--- config.mk ---
export PLATFORM = sky130hd
export DESIGN_NAME = piso_serializer_tx_flat
export DESIGN_NICKNAME = d
export VERILOG_FILES = /design/src/rtl/piso_serializer_tx_if.sv /design/src/rtl/piso_serializer_tx.sv /design/src/flat_wrapper.sv
export SDC_FILE = /design/constraint.sdc
export NUM_CORES = 1
export LEC_CHECK = 0
export CORE_UTILIZATION = 44
export DETAILED_ROUTE_END_ITERATION = 10
export HOLD_SLACK_MARGIN = 0.12
export PLACE_DENSITY_LB_ADDON = 0.08
export SKIP_LAST_GASP = 1
export SLEW_MARGIN = 20
export SYNTH_ARGS = -nofsm -noshare
export SYNTH_HDL_FRONTEND = slang
export SYNTH_SLANG_ARGS = --single-unit
--- constraint.sdc ---
create_clock -name clk -period 1.2 [get_ports clk]
set_input_delay 0.12 -clock clk [delete_from_list [all_inputs] [get_ports clk]]
set_output_delay 0.12 -clock clk [all_outputs]
set_load 0.05 [all_outputs]
--- src/rtl/piso_serializer_tx_if.sv ---
// Load/serial bundle of the PISO transmitter. The producer and the serial sink
// use the master side, and the transmitter uses the slave side.
interface piso_serializer_tx_if #(
    parameter int WIDTH = 8
);
    logic [WIDTH-1:0] data_in;
    logic             load_valid;
    logic             load_ready;
    logic             ser_out;
    logic             ser_valid;
    logic             ser_last;
    logic             busy;

    modport master (
        output data_in,
        output load_valid,
        input  load_ready,
        input  ser_out,
        input  ser_valid,
        input  ser_last,
        input  busy
    );

    modport slave (
        input  data_in,
        input  load_valid,
        output load_ready,
        output ser_out,
        output ser_valid,
        output ser_last,
        output busy
    );
endinterface

--- src/rtl/piso_serializer_tx.sv ---
// Parallel-in/serial-out transmitter. It sends one bit per clock and provides
// bit-valid and last-bit framing. It accepts the next word in the last-bit cycle.
module piso_serializer_tx #(
    parameter int WIDTH     = 8,
    parameter bit MSB_FIRST = 1'b1
) (
    input  logic                  clk,
    input  logic                  rst,
    piso_serializer_tx_if.slave   bus
);
    localparam int CNT_W = (WIDTH > 2) ? $clog2(WIDTH) : 1;
    localparam logic [CNT_W-1:0] LAST_CNT = CNT_W'(WIDTH - 1);

    typedef enum logic {
        IDLE  = 1'b0,
        SHIFT = 1'b1
    } state_t;

    state_t           state_q, state_d;
    logic [WIDTH-1:0] shift_q, shift_d;
    logic [CNT_W-1:0] cnt_q, cnt_d;
    logic             ser_out_q, ser_out_d;
    logic             ser_valid_q, ser_valid_d;
    logic             ser_last_q, ser_last_d;
    logic             load_ready_c;
    logic             busy_c;
    logic             accept;

    // The bit on the wire always lives at the outgoing end of the shift register.
    function automatic logic head_bit(input logic [WIDTH-1:0] w);
        return MSB_FIRST ? w[WIDTH-1] : w[0];
    endfunction

    function automatic logic [WIDTH-1:0] advance(input logic [WIDTH-1:0] w);
        return MSB_FIRST ? {w[WIDTH-2:0], 1'b0} : {1'b0, w[WIDTH-1:1]};
    endfunction

    assign accept = bus.load_valid && load_ready_c;

    always_ff @(posedge clk or negedge rst) begin
        if (!rst) begin
            state_q     <= IDLE;
            shift_q     <= '0;
            cnt_q       <= '0;
            ser_out_q   <= 1'b0;
            ser_valid_q <= 1'b0;
            ser_last_q  <= 1'b0;
        end else begin
            state_q     <= state_d;
            shift_q     <= shift_d;
            cnt_q       <= cnt_d;
            ser_out_q   <= ser_out_d;
            ser_valid_q <= ser_valid_d;
            ser_last_q  <= ser_last_d;
        end
    end

    always_comb begin
        state_d     = state_q;
        shift_d     = shift_q;
        cnt_d       = cnt_q;
        ser_out_d   = ser_out_q;
        ser_valid_d = ser_valid_q;
        ser_last_d  = ser_last_q;
        if (accept) begin
            // Covers both a fresh start and a zero-bubble follow-on word.
            state_d     = SHIFT;
            shift_d     = bus.data_in;
            cnt_d       = '0;
            ser_out_d   = head_bit(bus.data_in);
            ser_valid_d = 1'b1;
            ser_last_d  = 1'b0;
        end else if (state_q == SHIFT) begin
            if (ser_last_q) begin
                state_d     = IDLE;
                shift_d     = '0;
                cnt_d       = '0;
                ser_out_d   = 1'b0;
                ser_valid_d = 1'b0;
                ser_last_d  = 1'b0;
            end else begin
                shift_d     = advance(shift_q);
                cnt_d       = cnt_q + 1'b1;
                ser_out_d   = head_bit(advance(shift_q));
                ser_valid_d = 1'b1;
                ser_last_d  = ((cnt_q + 1'b1) == LAST_CNT);
            end
        end
    end

    always_comb begin
        load_ready_c = (state_q == IDLE) || ser_last_q;
        busy_c       = (state_q == SHIFT);
    end

    assign bus.load_ready = load_ready_c;
    assign bus.busy       = busy_c;
    assign bus.ser_out    = ser_out_q;
    assign bus.ser_valid  = ser_valid_q;
    assign bus.ser_last   = ser_last_q;
endmodule

--- src/flat_wrapper.sv ---
// flat-port wrapper written by rule: the top's interface ports become plain ports
module piso_serializer_tx_flat 
#(
    parameter int WIDTH     = 8,
    parameter bit MSB_FIRST = 1'b1
)
  (clk, rst, bus_data_in, bus_load_valid, bus_load_ready, bus_ser_out, bus_ser_valid, bus_ser_last, bus_busy);
  piso_serializer_tx_if #(.WIDTH(WIDTH)) bus_i ();
  input  logic clk;
  input  logic rst;
  input wire logic [$bits(bus_i.data_in)-1:0] bus_data_in;
  input wire logic [$bits(bus_i.load_valid)-1:0] bus_load_valid;
  output wire logic [$bits(bus_i.load_ready)-1:0] bus_load_ready;
  output wire logic [$bits(bus_i.ser_out)-1:0] bus_ser_out;
  output wire logic [$bits(bus_i.ser_valid)-1:0] bus_ser_valid;
  output wire logic [$bits(bus_i.ser_last)-1:0] bus_ser_last;
  output wire logic [$bits(bus_i.busy)-1:0] bus_busy;
  assign bus_i.data_in = bus_data_in;
  assign bus_i.load_valid = bus_load_valid;
  assign bus_load_ready = bus_i.load_ready;
  assign bus_ser_out = bus_i.ser_out;
  assign bus_ser_valid = bus_i.ser_valid;
  assign bus_ser_last = bus_i.ser_last;
  assign bus_busy = bus_i.busy;
  piso_serializer_tx #(.WIDTH(WIDTH), .MSB_FIRST(MSB_FIRST)) u_core (.clk(clk), .rst(rst), .bus(bus_i));
endmodule
# == Word-level counts from Yosys, hierarchy flattened ==
# Cells that the tools add are included.
# word_totals
inputBits,11
out_inout_bits,5
register_bits,14
wordCells,29
# classes
reduce_logical,3
mux,17
n_addsub,1
n_bitwise,1
eq_ne,1
# op_table
operator,count
two-way mux 7 bit,3
two-way mux 1 bit,11
two-way mux 3 bit,3
"adder 3 x 1 -> 3 bit, second input constant",1
"== test 3 bit, second input constant",1
nonzero test 2 bit,1
logical AND 1 bit,1
logical OR 1 bit,1
NOT 1 bit,1

# == Logic depth before layout (Yosys ltp) ==
# logic_depth
ltp_word,5
mapped_depth,4
mapped_depth_nobuf,4

# == Worst setup path after synthesis ==
# OpenSTA, ideal clock, no wires.
# synth_timing
path_type,register to register
startpoint,"reg u_core.ser_last_q, in the netlist u_core.bus.ser_last"
endpoint,reg u_core.shift_q[1]
path_stages_with_launch,4
period_less_slack_ns,1.458
arrival_time_ns,1.331
setup_ns,0.126
path_buffers,1
setup_slack_ns,-0.258
path_cell_list,dfrtp_1 > buf_2 > and3b_1 > a311o_1
# synth_via
elab_chain_len,3
word_cells_on_any_way,6
cone_classes,3 x mux; 3 x reduce/logical
# synth_lines
item,line_no,text
from (decl),piso_serializer_tx.sv:24,"logic ser_last_q, ser_last_d;"
from (signal assigned),piso_serializer_tx.sv:54,ser_last_q <= ser_last_d;
two-way mux 7 bit or logical OR 1 bit (tied branches),"piso_serializer_tx.sv:74, piso_serializer_tx.sv:92",
two-way mux 7 bit or logical AND 1 bit (tied branches),"piso_serializer_tx.sv:73, piso_serializer_tx.sv:38",
two-way mux 7 bit or nonzero test 2 bit (tied branches),--,
to (signal assigned),piso_serializer_tx.sv:50,shift_q <= shift_d;
to (decl),piso_serializer_tx.sv:20,"logic [WIDTH-1:0] shift_q, shift_d;"
# Parallel ways exist; a longest one is shown, timed or not. The select of a mux whose other input is x is not followed.
# A chain may end at the register's enable or synchronous reset.

# == Final worst setup path ==
# layout_timing
startpoint,"reg u_core.ser_last_q, in the netlist u_core.bus.ser_last"
endpoint,out bus_ser_last
# layout_rtl
item,line_no,text
to (decl),flat_wrapper.sv:16,output wire logic [$bits(bus_i.ser_last)-1:0] bus_ser_last;
# No word-level cell between the ends.

==> flow_summary.ini <==
[drt]
drtPass1Iterations = 6
drc = 0
ant_nets = 0
drt_wl_total_um = 1460
num_vias = 561
drtIter0Drc = 8
via_per_inst = 5.39
wl_per_cell_um = 14.1

[worst_setup_path]
reg2reg_from = u_core.bus.busy
cp.required_ns = 1.08
crit_type = flop to output port
cp-end-kind = output port
cp-start-kind = flop
critPathArrivalTime_ns = 1.11
critPathMaxFanout = 11
startpoint = u_core.bus.ser_last

[logic_synthesis]
synth_compound_area_share_pct = 14.4
ys_top_cells_by_area = dfrtp_1 (45%), nor3b_2 (11%), a311o_1 (9.1%)
syn_nets = 71
synthMuxAreaShare_pct = 0
post-synth-top-area-cell = dfrtp_1
synth_cell_types = 20
synth_cells = 58
synth_top_area_share_pct = 45.4
synthSimpleGateAreaFrac_pct = 26.7
yosys_warnings = 0
yosysSeqAreaShare_pct = 45.4
synthXorXnorAreaFrac_pct = 1.13
synth.cell_area_um2 = 772
synthAdderAreaFrac_pct = 3.24
synth_seq_cells = 14
synth_area_per_cell_um2 = 13.3
synth_top_family_by_area = simple AND/OR/NAND/NOR gates

[cells_and_area]
syn_to_final_growth_pct = 43.0
final_cell_mix = buf_4 (14), dfrtp_1 (12), clkdlybuf4s50_1 (10)
fillCellCount = 118
ff_latch_area_um2 = 353
final_common_cell = buf_4
multi_input_area_um2 = 354
drive_gt1_share_pct = 42.0
fin_util_pct = 70.0
antenna_cells = 0
num-nets-final = 103

[pwr]
p_leak_nw = 0.487
p_per_area_nw_per_um2 = 2650
ir_worst_vdd_uv = 1620

[sta]
fin_crit_ns = 1.23
rsz0062_at_grt = true
timing.slew.headroom_pct = 87.6
whs_ns = 0.156
finalSetupViolations = 4
fin_skew_ns = 0.0108
slew_violations = 0
timing.final.crit_share_pct = 102
setup_tns_ns = -0.0599
fin_ws_ns = -0.0261
max_slew.worst_pin.slew_ns = 0.185
hold_viol_final = 0
max_freq_mhz = 816

[die]
dieArea_um2 = 1930
io_pins = 16
start_util_pct = 49.0
die_h_um = 43.9
die_w_um = 43.9
num_rows = 14
core_area_um2 = 1580

[grt]
grt_pass1_wl_um = 2500
overflow = 0
grt_max_degree = 15
grt_use_total_pct = 18.3
grt_pass1_vias = 555
antenna_found_initial = 0

[clock_tree]
cts_tree = done
max-clock-path-buffers = 2
htreeDepth = 1
clock_latency_ns = 0.28
numClockSinks = 14
cts.reportedPaths.clkPinSlew_ns = 0.08
numCtsBuffers = 3
root_buffer = clkbuf_4

[job]
maxCapViolCount = 0

[placement]
port_buffers = 15
place_congestion = 0.728
dp_hpwl_um = 946

[run_status]
failed_checks = negative setup slack
status = finished with violations

[hold_path]
hold_path.class = input pin to async pin
## synth_stat cells
| library cell | number |
|---|---|
| dfrtp_1 | 14 |
| a311o_1 | 7 |
| and3b_1 | 7 |
| nor3b_2 | 7 |
| buf_2 | 2 |
| buf_6 | 2 |
| ha_1 | 2 |
| nand2b_1 | 2 |
| nand3b_1 | 2 |
| nor2_1 | 2 |
| o2bb2ai_1 | 2 |
| a22o_1 | 1 |
| a32o_1 | 1 |
| buf_12 | 1 |
| clkbuf_8 | 1 |
| inv_1 | 1 |
| nand2b_4 | 1 |
| o21ai_0 | 1 |
| or3b_1 | 1 |
| xnor2_1 | 1 |
## state kept, by name (all words and copies together) (netlist names)
name,flops
u_core.bus.ser_out,1
u_core.bus.ser_valid,1
u_core.bus.busy,1
u_core.bus.ser_last,1
u_core.shift_q,7
u_core.cnt_q,3
## power breakdown
part,switching [mW],internal [mW],total (mW)
logic,0.834,1.04,1.87
registers,0.138,0.665,0.803
clock network,0.138,0.116,0.254
total,1.11,1.82,2.93
## final cells by class
type | count | area share, %
Clock buffer | 3 | 2.04
Inverter | 1 | 0.340
Multi-Input combinational cell | 37 | 32.1
Sequential cell | 14 | 32.0
Tap cell | 16 | 1.81
Timing Repair Buffer | 33 | 31.7
## per-layer routing
layer / GRT usage, % / up-vias / share of wire (%)
li1: - / 279 / -
met1: 22.7 / 266 / 47
met2: 29.0 / 14 / 47
met3: 6.67 / 2 / 4.6
met4: 7.27 / 0 / 0.89
met5: 0 / - / 0
## timing repair
item / 4_1_cts / 5_1_grt
setup endpoints to repair: 6 / 10
setup buffers: 7 / 2
pin swaps: 1 / 2
hold buffers: 0 / 0
resized for setup: 5 / 1
## worst max-delay path: stages (launching register included)
cell,delay (ns)
dfrtp_2,0.42
buf_6,0.14
buf_4,0.13
buf_12,0.14
## through the flow
stage	worst slack, ns	instances	instance area (um2)	power [mW]
detailed placement	-0.0979	94	1010	2.44
CTS	-0.0388	102	1090	2.90
finish	-0.0261	104	1100	2.93
global route	-0.0753	104	1100	3.12
global placement	-0.0716	94	1010	2.42
floorplan	-0.0854	58	786	1.92
## worst paths after layout
path / slack (ns) / cells past startpoint / end
worst max-delay path: -0.03 / 3 / bus_ser_last
worst min-delay path: 0.16 / 2 / u_core.bus.ser_last
worst max register to register: -0.01 / 3 / u_core.shift_q[6]
worst min register to register: 0.50 / 1 / u_core.shift_q[0]
max in group asynchronous: 0.85 / 2 / u_core.bus.busy
min in group clk: 0.47 / 2 / u_core.shift_q[2]
## cell families (layout without fill, tap and decap cells)
family          Yosys count  count (layout)
buf+inv                   7              37
flops                    14              14
fa+ha+maj                 2               2
xor+xnor                  1               1
compound gates           12              12
simple gates             22              22
Note: power is estimated with default switching activity, not from simulation.
